[src/rtl/dtcore32_scoreboard_hazard_unit.sv]
// dtcore32 hazard unit: per-register latency scoreboard for ID stalls,
// multi-stage EX forwarding, ID bypass from WB, and trap/branch flush vector.
module dtcore32_scoreboard_hazard_unit #(
    parameter int NUM_FWD_STAGES = 3,
    parameter int LAT_W          = 3,
    parameter int CNT_W          = 32,
    localparam int N             = NUM_FWD_STAGES,
    localparam int FW            = $clog2(NUM_FWD_STAGES + 1)
) (
    input  logic             clk_i,
    input  logic             rst_ni,
    input  logic             hold_i,
    input  logic             id_issue_i,
    input  logic             id_rd_we_i,
    input  logic [4:0]       id_rd_addr_i,
    input  logic [LAT_W-1:0] id_rd_lat_i,
    input  logic [4:0]       id_rs1_addr_i,
    input  logic [4:0]       id_rs2_addr_i,
    input  logic             id_rs1_used_i,
    input  logic             id_rs2_used_i,
    input  logic [4:0]       ex_rs1_addr_i,
    input  logic [4:0]       ex_rs2_addr_i,
    input  logic [5*N-1:0]   stg_rd_addr_i,
    input  logic [N-1:0]     stg_rd_we_i,
    input  logic             ex_pc_src_i,
    input  logic [N+1:0]     trap_valid_i,
    output logic [FW-1:0]    ex_fwd_a_o,
    output logic [FW-1:0]    ex_fwd_b_o,
    output logic             id_fwd_a_o,
    output logic             id_fwd_b_o,
    output logic [N+1:0]     flush_o,
    output logic             if_stall_o,
    output logic             id_stall_o,
    output logic [CNT_W-1:0] stall_cnt_o,
    input  logic             clr_stall_cnt_i
);

    logic [LAT_W-1:0] sb_q   [31:1];
    logic [LAT_W-1:0] sb_d   [31:1];
    logic [LAT_W-1:0] sb_dec [31:1];
    logic [31:0]      busy;
    logic             issue_we;
    logic             hit;
    logic [CNT_W-1:0] cnt_q, cnt_d;

    assign issue_we = id_issue_i & id_rd_we_i & (id_rd_addr_i != 5'd0);

    // Scoreboard next state: count down unless frozen, WAW-safe max on issue,
    // WB trap wipes everything (overrides a same-cycle issue).
    always_comb begin
        for (int r = 1; r < 32; r++) begin
            sb_dec[r] = (hold_i || sb_q[r] == '0) ? sb_q[r] : sb_q[r] - 1'b1;
            sb_d[r]   = sb_dec[r];
            if (issue_we && id_rd_addr_i == 5'(r))
                sb_d[r] = (id_rd_lat_i > sb_dec[r]) ? id_rd_lat_i : sb_dec[r];
            if (trap_valid_i[N+1])
                sb_d[r] = '0;
        end
    end

    // Scoreboard registers
    always_ff @(posedge clk_i or negedge rst_ni) begin
        if (!rst_ni) begin
            for (int r = 1; r < 32; r++) sb_q[r] <= '0;
        end else begin
            for (int r = 1; r < 32; r++) sb_q[r] <= sb_d[r];
        end
    end

    // Busy view indexed by architectural register; x0 is never busy
    always_comb begin
        busy[0] = 1'b0;
        for (int r = 1; r < 32; r++) busy[r] = |sb_q[r];
    end

    assign hit        = (id_rs1_used_i & busy[id_rs1_addr_i]) |
                        (id_rs2_used_i & busy[id_rs2_addr_i]);
    // A redirect in EX kills the ID instruction, so its hazard is moot
    assign id_stall_o = hit & ~ex_pc_src_i;
    assign if_stall_o = id_stall_o;

    // Youngest matching post-EX stage wins; scan oldest to youngest so the
    // last assignment is the lowest index.
    function automatic logic [FW-1:0] fwd_sel(input logic [4:0] rs);
        logic [FW-1:0] sel;
        sel = '0;
        for (int k = N - 1; k >= 0; k--)
            if (stg_rd_we_i[k] && stg_rd_addr_i[5*k +: 5] == rs && rs != 5'd0)
                sel = FW'(k + 1);
        return sel;
    endfunction

    assign ex_fwd_a_o = fwd_sel(ex_rs1_addr_i);
    assign ex_fwd_b_o = fwd_sel(ex_rs2_addr_i);

    assign id_fwd_a_o = stg_rd_we_i[N-1] && (id_rs1_addr_i == stg_rd_addr_i[5*(N-1) +: 5])
                        && (id_rs1_addr_i != 5'd0);
    assign id_fwd_b_o = stg_rd_we_i[N-1] && (id_rs2_addr_i == stg_rd_addr_i[5*(N-1) +: 5])
                        && (id_rs2_addr_i != 5'd0);

    // A trap in any stage flushes that stage and everything younger
    for (genvar j = 1; j < N + 2; j++) begin : g_flush
        if (j == 1) begin : g_ex
            assign flush_o[j] = (|trap_valid_i[N+1:j]) | ex_pc_src_i;
        end else begin : g_post
            assign flush_o[j] = |trap_valid_i[N+1:j];
        end
    end
    // An ID trap behind a stall is not yet committed to, so it waits
    assign flush_o[0] = ex_pc_src_i | (trap_valid_i[0] & ~id_stall_o) | (|trap_valid_i[N+1:1]);

    // Stall counter next state: clear wins, otherwise saturating increment
    always_comb begin
        cnt_d = cnt_q;
        if (clr_stall_cnt_i)
            cnt_d = '0;
        else if (id_stall_o && !hold_i && cnt_q != {CNT_W{1'b1}})
            cnt_d = cnt_q + 1'b1;
    end

    // Stall counter register
    always_ff @(posedge clk_i or negedge rst_ni) begin
        if (!rst_ni) cnt_q <= '0;
        else         cnt_q <= cnt_d;
    end

    assign stall_cnt_o = cnt_q;

    // A forwarded producer must already be outside its scoreboard window
    a_fwd_a_safe: assert property (@(posedge clk_i) disable iff (!rst_ni)
        (ex_fwd_a_o == '0) || !busy[ex_rs1_addr_i]);
    a_fwd_b_safe: assert property (@(posedge clk_i) disable iff (!rst_ni)
        (ex_fwd_b_o == '0) || !busy[ex_rs2_addr_i]);

endmodule

[config.mk]
export PLATFORM = sky130hd
export DESIGN_NAME = dtcore32_scoreboard_hazard_unit
export DESIGN_NICKNAME = d
export VERILOG_FILES = /design/src/rtl/dtcore32_scoreboard_hazard_unit.sv
export SDC_FILE = /design/constraint.sdc
export NUM_CORES = 1
export LEC_CHECK = 0
export ABC_CLOCK_PERIOD_IN_PS = 5500
export BUFFER_PORTS_ARGS = -buffer_cell sky130_fd_sc_hd__buf_2
export CORE_MARGIN = 4
export CORE_UTILIZATION = 65
export CTS_BUF_LIST = sky130_fd_sc_hd__clkbuf_4 sky130_fd_sc_hd__clkbuf_8 sky130_fd_sc_hd__clkbuf_16
export CTS_CLUSTER_SIZE = 10
export DETAILED_ROUTE_END_ITERATION = 12
export GPL_ROUTABILITY_DRIVEN = 0
export PLACE_DENSITY = 0.95
export SLEW_MARGIN = 0
export SYNTH_ARGS = -nofsm -noshare
export SYNTH_HDL_FRONTEND = slang
export SYNTH_SLANG_ARGS = --single-unit
[constraint.sdc]
create_clock -name clk_i -period 5.5 [get_ports clk_i]
set_clock_uncertainty 0.1 [all_clocks]
set_input_delay 0.825 -clock clk_i [delete_from_list [all_inputs] [get_ports clk_i]]
set_output_delay 0.825 -clock clk_i [all_outputs]
set_load 0.05 [all_outputs]
==> out/qor.yml <==
power:
  p_clk_frac: 0.203
  p_sw_frac: 0.421
  p_sw_mw: 2.56
  p_int_mw: 3.52
  powerDensity_mw_per_mm2: 484
  combPwrFrac: 0.585
  p_leak_nw: 5.54
  vdd_drop_max_uv: 321
  seqPwrFrac: 0.211
hold_path:
  hp-class: "input pin to async pin"
floorplan:
  core_mm2: 0.0168
  die_w_um: 140
  dieArea_mm2: 0.0195
  initial_core_util: 0.673
  rows: 47
  boundaryPins: 105
  die_y_um: 140
sta:
  fin_crit_sh: 0.760
  fin_crit_ns: 4.18
  maxSlewHeadroom: 0.193
  slew_violations: 0
  rsz0062_at_grt: "no"
  hold_violations: 0
  tns_ns: 0
  worst_pin_slew_ns: 1.20
  max_freq_ghz: 0.239
  setup_viol: 0
yosys:
  synth_cells: 1349
  synth_simple_gate_area_frac: 0.234
  synth_warnings: 0
  yosys_register_bits: 125
  synth_cell_type_count: 53
  ys.flop_type: "dfrtp_1"
  ys_seq_area_frac: 0.278
  synth_compound_area_frac: 0.144
  async_flop_share: 1.00
  synthMuxAreaShare: 0.0306
  syn_avg_cell_area_um2: 8.36
  synth_xor_area_frac: 0.0824
  synth_adder_area_share: 0.173
  synth_top_family_by_area: "simple AND/OR/NAND/NOR gates"
  synth_edf_count: 0
  syn-num-nets: 1565
  netlist_area_mm2: 0.0113
finish:
  fillCellCount: 1045
  syn_to_final_growth_pct: 11.3
  mostFrequentLayoutCells: "ha_1 (156), nand2_1 (127), dfrtp_1 (125), inv_1 (114), a21oi_1 (109)"
  stdcell_count: 1664
  drive_gt1_frac: 0.150
  nets: 1645
  layout_commonest_cell: "ha_1"
worst_setup_path:
  cp-end-kind: "output port"
  cp_max_fo: 24
  start_kind: "flop"
  critPathRequiredTime_ns: 4.58
  crit_type: "flop to output port"
  worst_ep_arrival_time_ns: 3.26
placed_design:
  place_inst: 1630
  io_buffers: 104
  dp_hpwl_um: 20500
clock_network:
  root_buffer: "clkbuf_16"
  clock_latency_ns: 0.43
  numClockSinks: 125
  path_clk_slew_ns: 0.06
  numCtsBuffers: 17
  ctsResizeCount: 0
  clk_path_buf_depth: 2
  holdBufCountCts: 0
  cts_setup_buffers: 0
  cts_tree: "done"
  h-tree-depth: 4
job:
  drv_cap: 0
grt:
  grt_max_degree: 96
  grt_overflow: 0
  grt_usage: 0.312
  grt_pass1_wl_um: 50700
  grt_pass1_vias: 10700
  antenna_found_initial: 3
routing:
  dr.pass1.iters: 7
  remaining_drc_errors: 0
  drtIter0Drc: 1226
  drtAntennaViolNets: 0
  wl_per_cell_um: 18.7
  finalWirelength_um: 31100
  vias: 10700
  via_per_inst: 6.45
outcome:
  status: "finished, final reports clean"
==> metrics by stage <==
step	setup WS [ns]	util	cell area [um2]	hold WS [ns]	power [mW]
after floorplan	1.33	-	11300	0.429	3.89
after global placement	1.66	0.710	11900	0.454	4.38
after detailed placement	1.63	0.710	11900	0.480	4.63
after CTS	1.40	0.748	12500	0.488	5.99
after global routing	1.24	0.749	12500	0.528	6.54
final	1.32	0.749	12500	0.472	6.07
==> cell usage after synthesis, types with 3 or more instances <==
cell type / n / share of area
and2_1: 3 / 0.0017
buf_4: 3 / 0.0020
buf_1: 4 / 0.0013
inv_1: 115 / 0.038
nor2b_1: 46 / 0.026
a21oi_1: 109 / 0.048
o21ai_1: 4 / 0.0018
o21ai_0: 57 / 0.025
nor2_1: 89 / 0.030
or4_1: 10 / 0.0067
dfrtp_1: 125 / 0.28
clkbuf_1: 34 / 0.011
mux2_2: 16 / 0.016
a31oi_1: 5 / 0.0028
or3_1: 16 / 0.0089
nand4_1: 18 / 0.010
xor2_1: 39 / 0.030
nand3b_1: 4 / 0.0027
nand2_1: 127 / 0.042
xnor2_1: 67 / 0.052
o2111ai_1: 4 / 0.0031
nor3b_1: 7 / 0.0047
nand3_1: 18 / 0.0080
nor3_1: 8 / 0.0036
and3_1: 41 / 0.023
nor4bb_1: 3 / 0.0027
o211ai_1: 5 / 0.0033
nand2b_1: 14 / 0.0078
a21o_1: 35 / 0.023
nor4_1: 44 / 0.024
mux4_2: 6 / 0.012
or2_2: 44 / 0.024
a211oi_1: 32 / 0.021
o31ai_1: 7 / 0.0047
mux2i_1: 3 / 0.0027
ha_1: 156 / 0.17
buf_2: 9 / 0.0040
==> flip-flops by register name (all words and copies together), names as in the netlist <==
register     cells
stall_cnt_o     32
sb_q            93
==> path summary, 6_finish.rpt <==
check / from / slack, ns / depth (start not counted) / endpoint
max: sb_q[42] / 1.32 / 11 / flush_o[0]
min: rst_ni / 0.47 / 2 / sb_q[10]
max reg2reg: sb_q[21] / 1.58 / 11 / sb_q[22]
min reg2reg: stall_cnt_o[6] / 0.49 / 2 / stall_cnt_o[6]
max in group asynchronous: rst_ni / 4.23 / 2 / sb_q[57]
min in group clk_i: stall_cnt_o[6] / 0.49 / 2 / stall_cnt_o[6]
==> worst max-delay path: stages (launching register included) <==
cell and delay (ns):
dfrtp_1 0.37, inv_1 0.11, ha_1 0.17, nor2b_1 0.39, mux4_2 0.32, nor2_1 0.04
nor4_1 0.42, o221ai_4 0.23, nor2_2 0.12, buf_4 0.26, a21o_1 0.15, buf_2 0.25
==> power groups by stage <==
| stage | combinational [mW] | clock (mW) | sequential, mW |
|---|---|---|---|
| after CTS | 3.47 | 1.24 | 1.28 |
| after global routing | 3.95 | 1.28 | 1.30 |
| after floorplan | 2.63 | 0 | 1.26 |
| after detailed placement | 3.34 | 0 | 1.29 |
| after global placement | 3.11 | 0 | 1.27 |
| final | 3.55 | 1.24 | 1.28 |
==> kinds of logic (layout without fill, tap and decap cells) <==
| group | after synthesis | count (layout) |
|---|---|---|
| buffers and inverters | 167 | 260 |
| adders and majority gates | 156 | 156 |
| other | 0 | 2 |
| AOI/OAI and AO/OA | 268 | 268 |
| xor gates and xnor gates | 106 | 106 |
| and+or+nand+nor | 502 | 502 |
| muxes | 25 | 25 |
| DFF | 125 | 125 |
==> cell type report <==
type / count / area [um2] / area share
clock buffers: 19 / 447 / 0.0356
multi-input cells: 1057 / 7480 / 0.596
diodes: 2 / 5.00 / 0.000399
repair buffers: 113 / 591 / 0.0471
clock inverters: 13 / 189 / 0.0151
flip-flops and latches: 125 / 3130 / 0.249
inverters: 115 / 432 / 0.0344
well taps: 220 / 275 / 0.0219
==> metal layers <==
layer | wire length [um] | track usage | up-vias
met5 | 8 | 0 | -
met4 | 1430 | 0.163 | 2
met3 | 3140 | 0.0700 | 155
met2 | 14500 | 0.512 | 659
met1 | 12000 | 0.384 | 5056
li1 | - | - | 4867
Note: power is estimated with default switching activity, not from simulation.
